### src/rtl/jtvigil_romarb_if.sv
// jtvigil_romarb_if
//   SDRAM read-port bundle shared by the ROM arbiter and the SDRAM controller.
//   req   : read request, level, held until ack
//   addr  : 22-bit byte address, stable while req is high
//   ack   : one-cycle pulse, request accepted
//   rdy   : one-cycle pulse, din carries the read byte
//   din   : 8-bit read data
//   modport master : arbiter side (drives req/addr)
//   modport slave  : SDRAM controller side (drives ack/rdy/din)
interface jtvigil_romarb_if;
  logic        req;
  logic [21:0] addr;
  logic        ack;
  logic        rdy;
  logic [7:0]  din;

  modport master (output req, addr, input ack, rdy, din);
  modport slave  (input req, addr, output ack, rdy, din);
endinterface

### src/rtl/jtvigil_romarb.sv
// jtvigil_romarb
//   Three-way ROM fetch arbiter: main CPU ROM, sound CPU ROM and PCM sample
//   ROM share one SDRAM read port. Each requester uses a level cs/ok
//   handshake; the arbiter adds a per-requester SDRAM base offset and
//   schedules fetches round-robin (main -> snd -> pcm). Each requester keeps
//   its last fetched byte until its address changes.
//
//   Ports
//     clk, rst                     : clock, synchronous active-high reset
//     main_cs/addr[18]/data/ok     : main CPU ROM requester
//     snd_cs/addr[15]/data/ok      : sound CPU ROM requester
//     pcm_cs/addr[16]/data/ok      : PCM sample ROM requester
//     sdram (jtvigil_romarb_if)    : SDRAM read port, master side
//
//   Build option
//     JTVIGIL_ROMARB_CACHE_EN : when defined, a requester's fetched byte stays
//       valid while its cs is low, so reasserting cs at the same address hits
//       without an SDRAM access. When undefined, valid is cleared on every
//       cycle cs is low and each new cs assertion fetches again.
//
//   state | meaning
//   ------+--------------------------------------------------------------
//   IDLE  | no fetch outstanding; grant the next pending requester
//   ISSUE | sdram.req high with the granted address, waiting for ack
//   WAIT  | request accepted, waiting for the rdy pulse with the data byte
module jtvigil_romarb #(
  parameter logic [21:0] MAIN_OFFSET = 22'h00000,
  parameter logic [21:0] SND_OFFSET  = 22'h30000,
  parameter logic [21:0] PCM_OFFSET  = 22'h38000
) (
  input  logic                     clk,
  input  logic                     rst,

  input  logic                     main_cs,
  input  logic [17:0]              main_addr,
  output logic [7:0]               main_data,
  output logic                     main_ok,

  input  logic                     snd_cs,
  input  logic [14:0]              snd_addr,
  output logic [7:0]               snd_data,
  output logic                     snd_ok,

  input  logic                     pcm_cs,
  input  logic [15:0]              pcm_addr,
  output logic [7:0]               pcm_data,
  output logic                     pcm_ok,

  jtvigil_romarb_if.master         sdram
);

  typedef enum logic [1:0] {ST_IDLE, ST_ISSUE, ST_WAIT} state_t;
  typedef enum logic [1:0] {SEL_MAIN, SEL_SND, SEL_PCM} sel_t;

  state_t      state, state_nx;
  sel_t        gnt_q;     // last granted; also the requester in service
  sel_t        gnt_sel;
  logic        gnt_en;
  logic        land;
  logic        req;

  logic [17:0] lat_main;
  logic [14:0] lat_snd;
  logic [15:0] lat_pcm;
  logic [7:0]  data_main, data_snd, data_pcm;

  // bit 0 = main, bit 1 = snd, bit 2 = pcm
  logic [2:0]  valid;
  logic [2:0]  cs_vec;
  logic [2:0]  hit;
  logic [2:0]  pend;
  logic [2:0]  set_v;
  logic [2:0]  clr_v;
  logic [2:0]  drop_v;

  logic [21:0] addr_q;
  logic [21:0] addr_nx;

  assign cs_vec = {pcm_cs, snd_cs, main_cs};

  assign hit[0] = valid[0] & (main_addr == lat_main);
  assign hit[1] = valid[1] & (snd_addr  == lat_snd);
  assign hit[2] = valid[2] & (pcm_addr  == lat_pcm);

  // Pending is only acted on in IDLE, where nobody is in service.
  assign pend = cs_vec & ~hit;

  assign main_ok   = hit[0] & main_cs;
  assign snd_ok    = hit[1] & snd_cs;
  assign pcm_ok    = hit[2] & pcm_cs;
  assign main_data = data_main;
  assign snd_data  = data_snd;
  assign pcm_data  = data_pcm;

  assign sdram.req  = req;
  assign sdram.addr = addr_q;

`ifdef JTVIGIL_ROMARB_CACHE_EN
  assign drop_v = 3'b000;
`else
  // Dropping cs forgets the byte, even one landing in that same cycle.
  assign drop_v = ~cs_vec;
`endif

  // Round-robin pick: search starts with the requester after the last grant.
  always_comb begin
    gnt_sel = SEL_MAIN;
    case (gnt_q)
      SEL_MAIN: begin
        if      (pend[1]) gnt_sel = SEL_SND;
        else if (pend[2]) gnt_sel = SEL_PCM;
        else              gnt_sel = SEL_MAIN;
      end
      SEL_SND: begin
        if      (pend[2]) gnt_sel = SEL_PCM;
        else if (pend[0]) gnt_sel = SEL_MAIN;
        else              gnt_sel = SEL_SND;
      end
      default: begin
        if      (pend[0]) gnt_sel = SEL_MAIN;
        else if (pend[1]) gnt_sel = SEL_SND;
        else              gnt_sel = SEL_PCM;
      end
    endcase
  end

  // Offset add, truncated to the 22-bit SDRAM byte space.
  always_comb begin
    addr_nx = PCM_OFFSET + {6'd0, pcm_addr};
    case (gnt_sel)
      SEL_MAIN: addr_nx = MAIN_OFFSET + {4'd0, main_addr};
      SEL_SND:  addr_nx = SND_OFFSET  + {7'd0, snd_addr};
      default:  addr_nx = PCM_OFFSET  + {6'd0, pcm_addr};
    endcase
  end

  // Next state and FSM outputs.
  always_comb begin
    state_nx = state;
    gnt_en   = 1'b0;
    req      = 1'b0;
    land     = 1'b0;
    case (state)
      ST_IDLE: begin
        if (|pend) begin
          gnt_en   = 1'b1;
          state_nx = ST_ISSUE;
        end
      end
      ST_ISSUE: begin
        req = 1'b1;
        if (sdram.ack) state_nx = ST_WAIT;
      end
      ST_WAIT: begin
        if (sdram.rdy) begin
          land     = 1'b1;
          state_nx = ST_IDLE;
        end
      end
      default: state_nx = ST_IDLE;
    endcase
  end

  // One-hot valid set (fetch lands) and clear (new grant) strobes.
  always_comb begin
    set_v = 3'b000;
    clr_v = 3'b000;
    if (land) begin
      case (gnt_q)
        SEL_MAIN: set_v = 3'b001;
        SEL_SND:  set_v = 3'b010;
        default:  set_v = 3'b100;
      endcase
    end
    if (gnt_en) begin
      case (gnt_sel)
        SEL_MAIN: clr_v = 3'b001;
        SEL_SND:  clr_v = 3'b010;
        default:  clr_v = 3'b100;
      endcase
    end
  end

  always_ff @(posedge clk) begin
    if (rst) state <= ST_IDLE;
    else     state <= state_nx;
  end

  always_ff @(posedge clk) begin
    if (rst) begin
      gnt_q     <= SEL_PCM;
      addr_q    <= 22'd0;
      valid     <= 3'b000;
      lat_main  <= 18'd0;
      lat_snd   <= 15'd0;
      lat_pcm   <= 16'd0;
      data_main <= 8'd0;
      data_snd  <= 8'd0;
      data_pcm  <= 8'd0;
    end else begin
      valid <= (valid | set_v) & ~(clr_v | drop_v);
      if (gnt_en) begin
        gnt_q  <= gnt_sel;
        addr_q <= addr_nx;
        case (gnt_sel)
          SEL_MAIN: lat_main <= main_addr;
          SEL_SND:  lat_snd  <= snd_addr;
          default:  lat_pcm  <= pcm_addr;
        endcase
      end
      if (land) begin
        case (gnt_q)
          SEL_MAIN: data_main <= sdram.din;
          SEL_SND:  data_snd  <= sdram.din;
          default:  data_pcm  <= sdram.din;
        endcase
      end
    end
  end

endmodule

### src/flat_wrapper.sv
// flat-port wrapper written by rule: the top's interface ports become plain ports
module jtvigil_romarb_flat 
#(
  parameter logic [21:0] MAIN_OFFSET = 22'h00000,
  parameter logic [21:0] SND_OFFSET  = 22'h30000,
  parameter logic [21:0] PCM_OFFSET  = 22'h38000
)
  (clk, rst, main_cs, main_addr, main_data, main_ok, snd_cs, snd_addr, snd_data, snd_ok, pcm_cs, pcm_addr, pcm_data, pcm_ok, sdram_req, sdram_addr, sdram_ack, sdram_rdy, sdram_din);
  jtvigil_romarb_if sdram_i ();
  input  logic clk;
  input  logic rst;
  input  logic main_cs;
  input  logic [17:0] main_addr;
  output logic [7:0] main_data;
  output logic main_ok;
  input  logic snd_cs;
  input  logic [14:0] snd_addr;
  output logic [7:0] snd_data;
  output logic snd_ok;
  input  logic pcm_cs;
  input  logic [15:0] pcm_addr;
  output logic [7:0] pcm_data;
  output logic pcm_ok;
  output wire logic [$bits(sdram_i.req)-1:0] sdram_req;
  output wire logic [$bits(sdram_i.addr)-1:0] sdram_addr;
  input wire logic [$bits(sdram_i.ack)-1:0] sdram_ack;
  input wire logic [$bits(sdram_i.rdy)-1:0] sdram_rdy;
  input wire logic [$bits(sdram_i.din)-1:0] sdram_din;
  assign sdram_req = sdram_i.req;
  assign sdram_addr = sdram_i.addr;
  assign sdram_i.ack = sdram_ack;
  assign sdram_i.rdy = sdram_rdy;
  assign sdram_i.din = sdram_din;
  jtvigil_romarb #(.MAIN_OFFSET(MAIN_OFFSET), .SND_OFFSET(SND_OFFSET), .PCM_OFFSET(PCM_OFFSET)) u_core (.clk(clk), .rst(rst), .main_cs(main_cs), .main_addr(main_addr), .main_data(main_data), .main_ok(main_ok), .snd_cs(snd_cs), .snd_addr(snd_addr), .snd_data(snd_data), .snd_ok(snd_ok), .pcm_cs(pcm_cs), .pcm_addr(pcm_addr), .pcm_data(pcm_data), .pcm_ok(pcm_ok), .sdram(sdram_i));
endmodule
### config.mk
export PLATFORM = sky130hd
export DESIGN_NAME = jtvigil_romarb_flat
export DESIGN_NICKNAME = d
export VERILOG_FILES = /design/src/rtl/jtvigil_romarb_if.sv /design/src/rtl/jtvigil_romarb.sv /design/src/flat_wrapper.sv
export SDC_FILE = /design/constraint.sdc
export NUM_CORES = 1
export LEC_CHECK = 0
export ABC_AREA = 0
export CORE_ASPECT_RATIO = 1.75
export CORE_UTILIZATION = 47
export CTS_BUF_LIST = sky130_fd_sc_hd__clkbuf_8
export DETAILED_ROUTE_END_ITERATION = 6
export HOLD_SLACK_MARGIN = 0.1
export PLACE_DENSITY = 0.79
export RECOVER_POWER = 50
export SYNTH_ARGS = -nofsm -noshare
export SYNTH_HDL_FRONTEND = slang
export SYNTH_SLANG_ARGS = --single-unit
### constraint.sdc
create_clock -name clk -period 2.75 [get_ports clk]
set_clock_uncertainty 0.1 [all_clocks]
set_input_delay 0.825 -clock clk [delete_from_list [all_inputs] [get_ports clk]]
set_output_delay 0.825 -clock clk [all_outputs]
set_load 0.005 [all_outputs]
==> out/qor.csv <==
stage,metric,value,unit
worst_setup_path,CP bufs+invs,2,
detailed_routing,routed vias,5512,
detailed_routing,DRT antenna net count,0,
place,global placer's final weighted congestion,0.855,
global_routing,initial antenna violation count,0,
place,pre-CTS setup slack,-1.05,ns
yosys,Post-synth EDFFs,0,
detailed_routing,Avg WL per Cell,26.9,um
yosys,Post-Syn Instances,507,
clocking,# H-tree levels,3,
floorplan,die height,135,um
place,Placed Cells,798,
yosys,sequential fraction of the synthesis area,41.4,%
worst_setup_path,maximum fanout along the worst path,2,
worst_setup_path,Worst path most repeated cell,buf_2,
global_routing,gr usage total,32.8,%
power,NetSw,1440,uW
yosys,"top cells by area, synth","dfxtp_1 41%, mux2i_1 10%, xnor2_1 6.2%",
place,Detail Placement HPWL,10900,um
clocking,hold_buf cts,0,
timing,Slew headroom,-36.5,%
floorplan,num ports,114,
min_path,Min-Delay Path Class,reg2reg,
worst_setup_path,WP depth,6,
yosys,Synth Cell Area,4790,um2
min_path,worst hold stages,2,
global_routing,GRT overflow,0,
layout,Layout Nets,794,
run_status,status,finished with violations,
layout,final non-filler cell total,860,
floorplan,initial core utilization,48.3,%
global_routing,first-pass GRT wire length,25900,um
worst_setup_path,"slowest stage delay, CP",0.60,ns
worst_setup_path,type of origin of the critical path,primary input,
yosys,Synth Flop Type,dfxtp_1,
power,Gate power share,36.0,%
clocking,root buf cell,clkbuf_8,
worst_setup_path,CP Data Required Time,1.83,ns
worst_setup_path,crit path cell chain,"buf_2, xnor2_2, nand4_1, or4_4, nor3_4, buf_2",
power,peak supply drop,0.391,mV
floorplan,width of the die,78.3,um
detailed_routing,via density per instance,6.41,
detailed_routing,WL final,23100,um
detailed_routing,Residual DRC,0,
power,Flop pwr share,39.9,%
run_status,failing checks,"max-capacitance violations, max-slew violations, negative setup slack",
yosys,synth unique cells,51,
power,power per standard cell area,482,nW/um2
power,Clk pwr share,24.1,%
timing,Period minus WS final,3.09,ns
timing,"Hold Vio Cnt, Final",0,
global_routing,vias in the first global route,5016,
yosys,Async SR Flop Fraction,0,%
clocking,Worst-path clk slew,0.11,ns
clocking,clock latency on the worst-skew pair,0.41,ns
timing,RSZ-0062 raised after global routing,yes,
layout,ant diodes,0,
yosys,largest area contributor in the netlist,dfxtp_1,
floorplan,Placeable Area,9910,um2
power,switching share of power,35.3,%
layout,Area Growth Syn to Fin,77.2,%
worst_setup_path,Reg2Reg Setup Slack,-0.23,ns
worst_setup_path,CP max stage cell,or4_4,
worst_setup_path,data arrival time of the critical path,2.16,ns
power,Pwr Total,4090,uW
timing,slew at the pin closest to its max-slew limit,2.05,ns
floorplan,FP Rows,48,
clocking,CTS tree,done,
yosys,Yosys top cell area share,41.4,%
clocking,clk buf depth,2,
worst_setup_path,"CP delay by family, top",simple AND/OR/NAND/NOR gates,
timing,Fmax achieved,324,MHz
timing,fin crit share,112,%
layout,utilization after layout,85.6,%
yosys,synth warn,0,
detailed_routing,DRT iter0 DRCs,551,
global_routing,largest net degree at the start of global routing,41,
flow_run,max cap viols,1,
yosys,#FFs+latches synth,99,
yosys,Mean Syn Cell Area,9.44,um2
timing,Final WS setup,-0.339,ns
worst_setup_path,worst r2r path cells,13,
layout,share of layout cells above drive strength 1,47.1,%
clocking,CTS buffer count,9,
power,Leak,0.00328,uW
timing,max-slew violations,40,
clocking,CTS Sinks,99,
worst_setup_path,crit path kind,in2out,
power,Power Internal,2640,uW
detailed_routing,drt pass-1 iters,7,
floorplan,die footprint,10600,um2
place,I/O Buffers,110,
timing,final setup violation count,76,
timing,Hold WS,0.381,ns
worst_setup_path,critical path capture point type,output pin,
## flip-flops by register name (all words and copies together) (netlist names), 3 cells and up
signal / cells
u_core.snd_data: 8
u_core.valid: 3
u_core.lat_main: 18
u_core.lat_snd: 15
u_core.pcm_data: 8
u_core.sdram.addr: 19
u_core.main_data: 8
u_core.lat_pcm: 16
## cell families (layout without fill, tap and decap cells)
logic type / count (synthesis) / after routing / share of synthesized area (%)
AO/OA/AOI/OAI: 110 / 111 / 18.6
XOR/XNOR: 49 / 49 / 8.97
buffers and inverters: 57 / 282 / 5.78
flip-flops: 99 / 99 / 41.4
multiplexers: 49 / 49 / 10.2
other: 1 / 3 / 0.0784
AND/OR/NAND/NOR: 142 / 142 / 14.9
## per-stage QoR
| step | cell area, um2 | setup TNS [ns] |
|---|---|---|
| 6_report | 8480 | -9.68 |
| 4_1_cts | 7370 | -12.68 |
| 2_1_floorplan | 4800 | -0.00439 |
| 3_5_place_dp | 6600 | -55.84 |
| 3_3_place_gp | 6600 | -53.41 |
| 5_1_grt | 8480 | -12.04 |
## layout make-up
type,instances,area (um2)
Multi-Input combinational cell,354,3580
Clock buffer,9,124
Clock inverter,7,67.6
Tap cell,125,156
Timing Repair Buffer,244,2480
Fill cell,444,1430
Sequential cell,99,1980
Inverter,22,87.6
## power by group through the flow
stage / combinational, uW / sequential (uW) / clock (uW)
after global routing: 1520 / 1630 / 1030
after global placement: 838 / 1620 / 0
after detailed placement: 869 / 1630 / 0
final: 1470 / 1630 / 986
after floorplan: 446 / 1610 / 0
after CTS: 1080 / 1600 / 945
## worst register-to-register path, delay by kind of cell (launching register included)
family / cells / cell delay [ns]
xor+xnor: 1 / 0.14
flops: 1 / 0.46
compound gates: 4 / 1.07
simple gates: 2 / 0.23
buf+inv: 6 / 0.88
## path summary, 6_finish.rpt
path | from | end
max reg2reg | u_core.lat_snd[11] | u_core.sdram.addr[8]
max | main_addr[15] | main_ok
min | u_core.pcm_data[6] | u_core.pcm_data[6]
min reg2reg | u_core.pcm_data[6] | u_core.pcm_data[6]
## cells in the mapped netlist, types with 2 or more instances
cell,number
buf_4,8
o21ai_1,2
nor4_1,5
o21ai_0,17
a221oi_1,20
buf_6,3
or2b_1,3
a221oi_2,10
xnor2_1,34
nor2_1,43
a21oi_1,28
xor2_1,15
buf_2,5
clkbuf_1,18
inv_1,21
nand3_1,18
nand2_1,21
a22oi_1,2
nor3_1,5
mux2i_1,49
o221a_2,2
nand4_1,9
nand2b_1,29
dfxtp_1,99
a32oi_1,15
## placed cells by master, fill, tap and decap left out, drive strengths merged, types with 15 or more instances in the layout
master         Yosys  layout
nor2              43      43
clkdlybuf4s50      0      42
nand2             21      21
o21ai             20      20
a221oi            30      30
buf               16     167
nand3             18      18
a32oi             15      15
mux2i             49      49
inv               22      27
dlygate4sd3        0      15
a21oi             29      29
dfxtp             99      99
clkbuf            19      16
xor2              15      15
nand2b            29      29
xnor2             34      34
## timing repair
action | 4_1_cts | 5_1_grt
setup endpoints to repair | 77 | 77
pin swaps | 65 | 92
gates cloned | 8 | 6
gates resized for setup | 256 | 194
buffers inserted | 23 | 23
## per-layer routing
| layer | up-vias | track usage [%] | wire length [um] |
|---|---|---|---|
| li1 | 2270 | - | - |
| met1 | 2652 | 33.8 | 7740 |
| met2 | 428 | 55.8 | 11400 |
| met3 | 162 | 7.61 | 1770 |
| met4 | 0 | 27.3 | 2240 |
| met5 | - | 0 | 0 |
(Power assumes the default switching activity.)
==> RTL edit 1, RTL diff (same settings) <==
`SND_OFFSET` is set to 22'h30000 in 2 places; all go to 22'h20000.
--- a/src/rtl/jtvigil_romarb.sv
+++ b/src/rtl/jtvigil_romarb.sv
@@ -25,7 +25,7 @@
 //   WAIT  | request accepted, waiting for the rdy pulse with the data byte
 module jtvigil_romarb #(
   parameter logic [21:0] MAIN_OFFSET = 22'h00000,
-  parameter logic [21:0] SND_OFFSET  = 22'h30000,
+  parameter logic [21:0] SND_OFFSET  = 22'h20000,
   parameter logic [21:0] PCM_OFFSET  = 22'h38000
 ) (
   input  logic                     clk,
--- a/src/flat_wrapper.sv
+++ b/src/flat_wrapper.sv
@@ -2,7 +2,7 @@
 module jtvigil_romarb_flat 
 #(
   parameter logic [21:0] MAIN_OFFSET = 22'h00000,
-  parameter logic [21:0] SND_OFFSET  = 22'h30000,
+  parameter logic [21:0] SND_OFFSET  = 22'h20000,
   parameter logic [21:0] PCM_OFFSET  = 22'h38000
 )
   (clk, rst, main_cs, main_addr, main_data, main_ok, snd_cs, snd_addr, snd_data, snd_ok, pcm_cs, pcm_addr, pcm_data, pcm_ok, sdram_req, sdram_addr, sdram_ack, sdram_rdy, sdram_din);
Behaviour: not the same (Yosys sat finds a counterexample within 4 cycles, from zero or initial values and one cycle with rst high).
==> RTL edit 1 against the unedited design <==
  * The flow finishes with violations (setup timing)
  * Sequential cell count unchanged
  * Power is 1.7% lower
  * Sequential share of layout area about the same
  * Routed wire length fell by 3.0%
  * Register-to-register slack worse by 0.03 ns
  * Area after synthesis grew 8.9%
  * Fmax fell by 1.5%
  * Setup slack got worse by 0.046 ns
  * Sequential power about the same
  * Final area increased by 0.10%
  * Largest power group unchanged
  * Highest routed layer unchanged
==> RTL edit 1: results (changes against the unedited design) <==
The run finished, with violations left. The final reports fail on setup timing. The post-CTS clock slew at the launch and capture registers of the worst setup and hold paths is 0.12 ns. The longest individual stage delay on the worst path is 0.57 ns (-0.03 ns). The half-perimeter wire length after detailed placement came to 12400 um (+14%). The iteration-0 DRC count of the detailed router is 653 (+19%). The worst setup timing slack at the placement stage is -1.09 ns (-0.0363 ns). The sequential area share after synthesis came out at 0.380 (-0.0340). The critical path's top delay family is buffers and inverters. The leakage power of the design came to 3.27 nW (-0.31%). The startpoint of the lowest-slack register-to-register path is u_core.lat_main[13]$_SDFFE_PP0P_. The via density per instance is 6.42 (+0.15%). The proportion of synthesized flip-flops having asynchronous set or reset is 0 (unchanged). The last weighted congestion value of the routability-driven placer is 0.907 (+6.0%). The synthesized area per cell is 8.20 um^2 (-13%). The aggregate global-route resource usage is 0.339 (+0.0106). The aggregate routed wire length is 22400 um (-3.0%). The final layout net count came out at 910 (+15%). The sum of negative setup slack came out at -18.45 ns (-8.77 ns). The multiplexer share of the synthesized area came out at 0.0442 (-0.0583). The count of TritonRoute iterations in the first routing pass came to 6 (-1).

The number of failing setup endpoints in the final timing report came out at 77 (+1.3%). The maximum number of pins on one net before global-route repair came out at 43 (+4.9%). The share of the synthesized netlist area taken by xor and xnor gates is 0.0823 (-0.00736). The global-route wire length before repair is 29500 um (+14%).

The internal power of the cells came out at 0.00261 W (-1.2%). The start point of the worst hold path is u_core.main_data[1]$_SDFFE_PP0P_. Sorting the synthesized cells by area gives the leading types as dfxtp_1 38%, xnor2_1 7.4%, a21oi_1 6.6%. The maximum fanout encountered on the critical timing path came out at 7 (+5).

Among all stages on the critical path, the largest delay is contributed by or4_4. The worst-case setup margin in the final layout came out at -0.385 ns (-0.0462 ns). The worst IR drop on VDD came out at 0.419 mV (+7.2%). By count the netlist is led by 99 x dfxtp_1, 69 x a21oi_1, 59 x nand3_1. The total power of the final layout was 0.00402 W (-1.7%). The worst endpoint data arrival time came out at 3.39 ns (+1.23 ns). The final routed wire length divided by cell count came to 22.8 um (-15%).

The logic gate share of total power is 0.361 (about the same). The clock insertion delay at the later pin of the skew report came out at 0.39 ns (-0.02 ns). The proportion of layout cells with a drive suffix above 1 came to 0.364 (-0.106).

The actual slew at the worst max-slew pin came out at 0.784 ns (-1.26 ns). The critical path starts at main_addr[2]. The fraction of power consumed by sequential logic is 0.405 (+0.006). The share of the synthesized area in compound gates (AO/OA/AOI/OAI) is 0.187 (+0.00154). The placed instance area was 0.00711 mm^2 (+7.8%). The number of global-route vias before repair is 5955 (+19%). The final antenna diode count was 0 (unchanged).
-- RTL edit 1: cell types whose count changed after synthesis, moves of 18 or more --
cell,unedited run,this run
a21oi_1,28,69
nand3_1,18,59
nand4_1,9,40
clkbuf_1,18,45
mux2i_1,49,23
nor2_1,43,21
a221oi_1,20,0
o21ai_0,17,35
-- RTL edit 1: metal layers --
| layer | routed length (um) | GRT usage | vias to the layer above |
|---|---|---|---|
| met3 | 1700 | 0.0797 | 171 |
| met1 | 7610 | 0.349 | 2954 |
| li1 | - | - | 2704 |
| met5 | 0 | 0 | - |
| met4 | 2120 | 0.264 | 0 |
| met2 | 11000 | 0.572 | 468 |
-- RTL edit 1: path summary, 6_finish.rpt --
| path | end | slack (ns) | cells after the start |
|---|---|---|---|
| worst max-delay path | u_core.sdram.addr[13]$_SDFFE_PP0N_ | -0.39 | 15 |
| worst min-delay path | u_core.main_data[1]$_SDFFE_PP0P_ | 0.36 | 2 |
| worst max register to register | u_core.sdram.addr[13]$_SDFFE_PP0N_ | -0.26 | 14 |
| worst min register to register | u_core.main_data[1]$_SDFFE_PP0P_ | 0.36 | 2 |
-- RTL edit 1: layout make-up --
type | count | area (um^2)
clock inverters | 7 | 65.1
clock buffers | 9 | 124
fillers | 614 | 2270
flip-flops and latches | 99 | 1980
inverters | 20 | 75.1
repair buffers | 256 | 2450
multi-input cells | 460 | 3630
well taps | 130 | 163
-- RTL edit 1: timing repair --
| item | in CTS | in global routing |
|---|---|---|
| buffers inserted | 27 | 21 |
| cloned | 6 | 8 |
| pin swaps | 79 | 100 |
| gates resized for setup | 243 | 168 |
| setup endpoints to repair | 77 | 78 |
==> RTL edit 2, RTL diff (config.mk and constraints unchanged) <==
Without the edit above. Encoding of `sel_t`: now one-hot (3 bits for 3 values).
--- a/src/rtl/jtvigil_romarb.sv
+++ b/src/rtl/jtvigil_romarb.sv
@@ -50,7 +50,7 @@
 );
 
   typedef enum logic [1:0] {ST_IDLE, ST_ISSUE, ST_WAIT} state_t;
-  typedef enum logic [1:0] {SEL_MAIN, SEL_SND, SEL_PCM} sel_t;
+  typedef enum logic [2:0] {SEL_MAIN = 3'b001, SEL_SND = 3'b010, SEL_PCM = 3'b100} sel_t;
 
   state_t      state, state_nx;
   sel_t        gnt_q;     // last granted; also the requester in service
Check against the original RTL: same outputs for any inputs over 4 cycles, from zero or initial values and one cycle with rst high; so few cycles prove little.
==> RTL edit 2 against the unedited design <==
  * The run ends with setup timing left
  * Critical path type unchanged
  * Power down 17%
  * Routed wire length shrank 32%
  * Setup slack gained 0.12 ns
  * First-iteration DRC count decreased by 34%
  * Via count decreased by 13%
  * Sequential cell count increased by 1
  * Area after synthesis down 3.5%
  * Largest power group unchanged
  * Global-route usage shrank 3.5 points
  * Final area down 17%
==> RTL edit 2: results (changes against the unedited design) <==
The run finished, with violations left. The checks that failed: setup timing. In this run the most critical hold path is launched from u_core.lat_pcm[15]$_SDFFE_PP0P_.

The sequential area share after synthesis is 0.433 (+0.0191). The proportion of layout cells with a drive suffix above 1 was 0.339 (-0.132). The placed instance area is 0.00637 mm^2 (-3.5%). The launching instance or port of the critical path is pcm_addr[11]. The worst reg2reg path depth came out at 9 (-4). The actual slew at the worst max-slew pin is 0.866 ns (-1.18 ns). The iteration-0 DRC count of the detailed router is 363 (-34%). The flip-flop count of the largest register, all copies and words added came out at 19 (unchanged). The multiplexer share of the synthesized area is 0.0520 (-0.0505). The worst endpoint data arrival time was 2.04 ns (-0.12 ns). The met2 track demand over resource in global routing is 0.540 (-0.0188). The total power of the final layout came to 0.00339 W (-17%). The final routed wire length divided by cell count came out at 19.1 um (-29%). The met3 layer wire length in the routed design is 990 um (-44%). The length of routed wiring on met1 came out at 5280 um (-32%). On the critical path, the stage with the largest delay is an instance of nor4_4. The worst IR drop on VDD is 0.604 mV (+54%). The worst-case setup margin in the final layout came out at -0.214 ns (+0.125 ns). The share of the synthesized area in compound gates (AO/OA/AOI/OAI) is 0.217 (+0.0307).

The slack of the worst reg-to-reg path came to 0.10 ns (+0.33 ns). The last weighted congestion value of the routability-driven placer is 0.874 (+2.2%). The share of the synthesized netlist area taken by xor and xnor gates was 0.0929 (+0.00321). The via total after detailed routing came out at 4787 (-13%). The count of TritonRoute iterations in the first routing pass came to 5 (-2).

After synthesis, the cell types taking the most area are dfxtp_1 43%, xnor2_1 6.4%, mux2i_1 5.2%. The adder-cell share of the synthesized area is 0 (unchanged). The number of cells on the worst hold path is 2 (unchanged). The most critical setup path has its endpoint at pcm_ok. Ranked by instance count, the synthesized netlist is headed by 100 x dfxtp_1, 52 x nor2_1, 39 x o21ai_0. The synthesized area per cell came out at 8.95 um^2 (-5.1%). The aggregate routed wire length came out at 15700 um (-32%). The maximum number of pins on one net before global-route repair is 39 (-4.9%). The cell count after placement came to 793 (-0.63%).

The clock insertion delay at the later pin of the skew report is 0.37 ns (-0.04 ns). The count of maximum capacitance violations was 0 (-1). The met1 track utilization from global routing came out at 0.303 (-0.0346). The worst hold slack is 0.394 ns (+0.0136 ns). The number of fill cells came out at 651 (+47%). The aggregate global-route resource usage is 0.294 (-0.0349).

The number of failing setup endpoints in the final timing report was 24 (-68%). The routed length on met2 came out at 8540 um (-25%). The worst setup timing slack at the placement stage came to -1.11 ns (-0.0569 ns). The leakage power of the design came out at 2.93 nW (-11%).

The final layout net count came out at 759 (-4.4%). The sum of negative setup slack came out at -1.22 ns (+8.47 ns). The H-tree level count came out at 3 (unchanged). The reported clock group power came out at 0.000958 W (-2.8%). The reported net switching power is 0.000990 W (-31%). The met3 track demand over resource is 0.0596 (-0.0165).

The endpoint identified for the worst register-to-register timing path is u_core.sdram.addr[0]$_SDFFE_PP0P_.
RTL edit 2: cell types whose count changed after synthesis, moves of 14 or more:
cell / unedited run / this run
mux2i_1: 49 / 24
inv_1: 21 / 37
a32oi_1: 15 / 0
nand2b_1: 29 / 1
nand3_1: 18 / 37
o32ai_1: 0 / 15
o21ai_0: 17 / 39
a31o_2: 1 / 15
a221oi_1: 20 / 0
nand2_1: 21 / 5
RTL edit 2: cell type report:
class                      instances  area, um^2  area share
clock buffer                      10         138      0.0195
clock inverter                     6        62.6     0.00884
inverter                          37         139      0.0196
multi-input combinational        346        2810       0.397
sequential                       100        2000       0.283
tap                              122         153      0.0216
timing repair buffer             201        1770       0.251
RTL edit 2: timing repair:
item,4_1_cts,5_1_grt
pin swaps,49,40
hold buffers,0,0
cloned,0,2
setup endpoints to repair,78,71
endpoints found under the hold margin,0,0
buffers inserted,8,3
resized for setup,198,74
RTL edit 2: cells by family after synthesis:
family	count (synthesis)
compound gates	143
simple gates	127
flops	100
buf+inv	72
xor+xnor	49
mux	24
other cells	1
